===== config.mk =====
export PLATFORM = sky130hd
export DESIGN_NAME = seq_generator
export DESIGN_NICKNAME = d
export VERILOG_FILES = /design/src/rtl/seq_generator.sv
export SDC_FILE = /design/constraint.sdc
export NUM_CORES = 1
export LEC_CHECK = 0
export BUFFER_PORTS_ARGS = -buffer_cell sky130_fd_sc_hd__buf_2
export CORE_MARGIN = 10
export CORE_UTILIZATION = 58
export DETAILED_ROUTE_END_ITERATION = 7
export PLACE_DENSITY = 0.8
export SKIP_CTS_REPAIR_TIMING = 1
export SYNTH_ARGS = -nofsm -noshare
export SYNTH_HDL_FRONTEND = slang
export SYNTH_SLANG_ARGS = --single-unit

===== constraint.sdc =====
create_clock -name clk -period 3.2 [get_ports clk]
set_clock_uncertainty 0.1 [all_clocks]
set_input_delay 0.16 -clock clk [delete_from_list [all_inputs] [get_ports clk]]
set_output_delay 0.16 -clock clk [all_outputs]
set_load 0.03 [all_outputs]

===== src/rtl/seq_generator.sv =====
// Serial pattern transmitter: shifts a latched pattern out MSB-first on x,
// with optional repeats separated by an idle gap.
module seq_generator #(
    parameter int PAT_W   = 8,
    parameter int LEN_W   = 4,
    parameter int CNT_W   = 4,
    parameter int GAP_CYC = 2
) (
    input  logic             clk,
    input  logic             reset,
    input  logic             start,
    input  logic [PAT_W-1:0] pattern,
    input  logic [LEN_W-1:0] len,
    input  logic [CNT_W-1:0] reps,
    input  logic             abort,
    output logic             x,
    output logic             x_valid,
    output logic             frame_start,
    output logic             busy,
    output logic             done,
    output logic             err
);

    localparam int GW = (GAP_CYC > 2) ? $clog2(GAP_CYC) : 1;

    typedef enum logic [1:0] {IDLE, SHIFT, GAP, DONE} state_t;

    state_t           state_q, state_d;
    logic [PAT_W-1:0] pat_q, pat_d;
    logic [PAT_W-1:0] sh_q, sh_d;
    logic [LEN_W-1:0] len_q, len_d;
    logic [LEN_W-1:0] bit_q, bit_d;
    logic [CNT_W-1:0] rep_q, rep_d;
    logic [GW-1:0]    gap_q, gap_d;
    logic             x_q, x_d;
    logic             xv_q, xv_d;
    logic             fs_q, fs_d;
    logic             busy_q, busy_d;
    logic             done_q, done_d;
    logic             err_q, err_d;

    logic [PAT_W-1:0] al;
    logic [LEN_W-1:0] sa;
    logic             len_ok;

    // Left-align the pattern so the first bit always sits in the MSB.
    assign sa     = LEN_W'(PAT_W) - len;
    assign al     = pattern << sa;
    assign len_ok = (len != '0) && (len <= LEN_W'(PAT_W));

    always_comb begin
        state_d = state_q;
        pat_d   = pat_q;
        sh_d    = sh_q;
        len_d   = len_q;
        bit_d   = bit_q;
        rep_d   = rep_q;
        gap_d   = gap_q;
        x_d     = 1'b0;
        xv_d    = 1'b0;
        fs_d    = 1'b0;
        busy_d  = 1'b0;
        done_d  = 1'b0;
        err_d   = 1'b0;

        unique case (state_q)
            IDLE: begin
                if (start && !abort) begin
                    if (len_ok) begin
                        pat_d   = al;
                        len_d   = len;
                        rep_d   = reps;
                        sh_d    = al << 1;
                        bit_d   = len - LEN_W'(1);
                        x_d     = al[PAT_W-1];
                        xv_d    = 1'b1;
                        fs_d    = 1'b1;
                        busy_d  = 1'b1;
                        state_d = SHIFT;
                    end else begin
                        err_d = 1'b1;
                    end
                end
            end
            SHIFT: begin
                busy_d = 1'b1;
                if (bit_q != '0) begin
                    x_d   = sh_q[PAT_W-1];
                    xv_d  = 1'b1;
                    sh_d  = sh_q << 1;
                    bit_d = bit_q - LEN_W'(1);
                end else if (rep_q != '0) begin
                    rep_d = rep_q - CNT_W'(1);
                    if (GAP_CYC > 0) begin
                        state_d = GAP;
                        gap_d   = GW'(GAP_CYC - 1);
                    end else begin
                        x_d   = pat_q[PAT_W-1];
                        xv_d  = 1'b1;
                        fs_d  = 1'b1;
                        sh_d  = pat_q << 1;
                        bit_d = len_q - LEN_W'(1);
                    end
                end else begin
                    state_d = DONE;
                    done_d  = 1'b1;
                    busy_d  = 1'b0;
                end
            end
            GAP: begin
                busy_d = 1'b1;
                if (gap_q != '0) begin
                    gap_d = gap_q - GW'(1);
                end else begin
                    x_d     = pat_q[PAT_W-1];
                    xv_d    = 1'b1;
                    fs_d    = 1'b1;
                    sh_d    = pat_q << 1;
                    bit_d   = len_q - LEN_W'(1);
                    state_d = SHIFT;
                end
            end
            DONE: begin
                state_d = IDLE;
            end
            default: state_d = IDLE;
        endcase

        if (abort && state_q != IDLE) begin
            state_d = IDLE;
            x_d     = 1'b0;
            xv_d    = 1'b0;
            fs_d    = 1'b0;
            busy_d  = 1'b0;
            done_d  = 1'b0;
        end
    end

    always_ff @(posedge clk) begin
        if (reset) begin
            state_q <= IDLE;
            pat_q   <= '0;
            sh_q    <= '0;
            len_q   <= '0;
            bit_q   <= '0;
            rep_q   <= '0;
            gap_q   <= '0;
            x_q     <= 1'b0;
            xv_q    <= 1'b0;
            fs_q    <= 1'b0;
            busy_q  <= 1'b0;
            done_q  <= 1'b0;
            err_q   <= 1'b0;
        end else begin
            state_q <= state_d;
            pat_q   <= pat_d;
            sh_q    <= sh_d;
            len_q   <= len_d;
            bit_q   <= bit_d;
            rep_q   <= rep_d;
            gap_q   <= gap_d;
            x_q     <= x_d;
            xv_q    <= xv_d;
            fs_q    <= fs_d;
            busy_q  <= busy_d;
            done_q  <= done_d;
            err_q   <= err_d;
        end
    end

    assign x           = x_q;
    assign x_valid     = xv_q;
    assign frame_start = fs_q;
    assign busy        = busy_q;
    assign done        = done_q;
    assign err         = err_q;

endmodule

==> flow_summary.json <==
{
  "routedWlPerCell_um": 16.1,
  "die-area_um2": 6480,
  "grt-ovfl-total": 0,
  "grt_pass1_wl_um": 8540,
  "required_ns": 3.32,
  "path_clk_slew_ns": 0.07,
  "die_y_um": 80.5,
  "grt_usage": 0.164,
  "areaGrowthSynthToFinish_pct": 12.2,
  "fin_util": 0.691,
  "wirelength_met1_um": 2380,
  "finalSetupViolations": 0,
  "drt-initial-drc-count": 213,
  "p_per_area_nw_per_um2": 570,
  "whs_path_depth": 3,
  "fin_area_um2": 2380,
  "rsz0062_at_grt": "no",
  "hold_viol": 0,
  "wl_um": 5190,
  "period_share": 0.752,
  "period_minus_slack_ns": 2.41,
  "numCtsBuffers": 5,
  "cts_root_buffer": "clkbuf_8",
  "htreeDepth": 2,
  "synth-seq-cells": 36,
  "synth_top_cells_by_area": "dfxtp_1 34%, a21oi_1 7.1%, nand2_1 6.2%, ha_1 4.7%, mux2i_1 4.2%",
  "via_per_inst": 6.02,
  "routed.top_layer": "met4",
  "fin_nets": 304,
  "synth_top_area_frac": 0.340,
  "worst_pin_slew_ns": 0.796,
  "multi_input_area_um2": 1300,
  "grt_max_degree": 28,
  "antenna_found_initial": 0,
  "routabilityCongestion": 0.876,
  "drc_errors": 0,
  "placed_area_um2": 2270,
  "seq_area_frac_synth": 0.340,
  "portBuffers": 25,
  "drtPass1Iterations": 4,
  "yosysTopAreaCell": "dfxtp_1",
  "wl_met3_um": 371,
  "initial_core_util": 0.616,
  "clockBufferDepth": 2,
  "fillers": 290,
  "worstSkewPairLatency_ns": 0.29,
  "max_slew_margin": 0.466,
  "hp-start": "len[1]",
  "cts.sinks": 36,
  "reg2regPathDepth": 8,
  "regArea_um2": 721,
  "cts_tree": "done",
  "worst_setup_path_start_kind": "flip-flop",
  "r2r-end": "sh_q[7]",
  "grt_pass1_vias": 1805,
  "path_class": "reg -> reg",
  "yosys_warnings": 0,
  "antenna_left": 0,
  "syn_inst": 257,
  "hold_class": "in -> reg",
  "dp_hpwl_um": 3700,
  "final_cell_mix": "36 x dfxtp_1, 35 x nand2_1, 30 x a21oi_1",
  "leakage_uw": 0.000896,
  "synth_cell_types": 43,
  "end_kind": "flip-flop",
  "peakVddDrop_uv": 396,
  "finalMaxSlewViolations": 0,
  "synthesis.area_um2": 2120,
  "r2r_start": "state_q[1]",
  "cp_max_fo": 18,
  "antenna_cells": 0,
  "max_clock_freq_mhz": 415,
  "fin_setup_tns_ns": 0,
  "die_w_um": 80.5,
  "outcome": "complete, no violations",
  "drive_gt1_frac": 0.181,
  "wl_met2_um": 2340,
  "finalPower_uw": 1350,
  "ioPinCount": 26,
  "reg2reg_slack_ns": 0.79,
  "maxCapViolCount": 0,
  "syn-num-nets": 285,
  "cp.arrival_ns": 2.52,
  "rows": 21,
  "holdWs_ns": 0.0550,
  "avgSynthCellArea_um2": 8.25,
  "mostFrequentLayoutCell": "dfxtp_1",
  "vias": 1946,
  "core_area_um2": 3440,
  "hold_end": "len_q[1]"
}
==> cell type report <==
cell class,count,share of cell area
clock buffer,5,0.0289
clock inverter,3,0.0179
inverter,11,0.0174
multi-input combinational,194,0.547
sequential,36,0.303
tap,46,0.0242
timing repair buffer,28,0.0621
==> metal layers <==
layer  global-route usage  up-vias
li1                     -      969
met1                0.210      897
met2                0.243       70
met3               0.0657       10
met4               0.0546        0
met5                    0        -
==> cells in the mapped netlist (all sizes together) <==
cell type / count
o21ai: 12
nand2b: 4
o32ai: 1
a2111oi: 1
inv: 11
ha: 8
o211ai: 4
nor2b: 5
dfxtp: 36
buf: 4
a22o: 5
a21o: 1
o31ai: 1
nand4: 1
a211oi: 7
o21a: 2
a21oi: 30
nand3: 3
and3: 1
o211a: 1
mux4: 4
o41ai: 1
nand2: 35
a32oi: 2
or4: 4
or3: 1
clkbuf: 12
nor3: 5
xor2: 2
or2: 3
a31oi: 3
o311ai: 1
mux2i: 9
xnor2: 3
nor4: 4
a22oi: 6
nor2: 15
mux2: 5
nor3b: 4
==> registers in the layout (all words and copies together) (netlist names), 2 cells and up <==
register	flops
sh_q	7
len_q	4
pat_q	8
bit_q	4
state_q	2
rep_q	4
==> stage by stage <==
| stage | worst slack [ns] | std cells |
|---|---|---|
| finish | 0.793 | 323 |
| global route | 0.512 | 323 |
| CTS | 0.787 | 323 |
| detailed placement | 0.624 | 315 |
| global placement | 0.690 | 315 |
| floorplan | 0.873 | 257 |
==> critical path, stage by stage (launching register included) <==
cell and delay (ns):
dfxtp_1 0.35, inv_1 0.11, ha_1 0.63, o41ai_1 0.26
o21a_1 0.18, a211oi_2 0.18, buf_4 0.23, o211ai_1 0.12
a21oi_1 0.17
==> cell families (layout without fill, tap and decap cells) <==
logic type               after synthesis  after routing  share of synthesized area
AND/OR/NAND/NOR                       85             85                      0.195
buffers and inverters                 27             47                     0.0496
XOR/XNOR                               5              5                     0.0242
flip-flops                            36             36                      0.340
adder cells (fa/ha/maj)                8              8                     0.0472
AO/OA/AOI/OAI                         78             78                      0.232
multiplexers                          18             18                      0.112
==> report_power, final <==
part           switching, µW  total, µW  internal (µW)  leakage [µW]
Sequential              33.9        528            494      0.000292
Combinational            264        429            164      0.000549
Clock                    168        398            230     0.0000541
==> how the worst max path moves through the flow <==
stage / from / to / slack (ns)
2_1_floorplan: len[0] / sh_q[7] / 0.87
3_3_place_gp: len[0] / sh_q[7] / 0.69
3_5_place_dp: len[0] / sh_q[7] / 0.62
4_1_cts: state_q[1] / sh_q[7] / 0.79
5_1_grt: state_q[0] / sh_q[7] / 0.51
6_report: state_q[1] / sh_q[7] / 0.79
(Power assumes the default switching activity.)
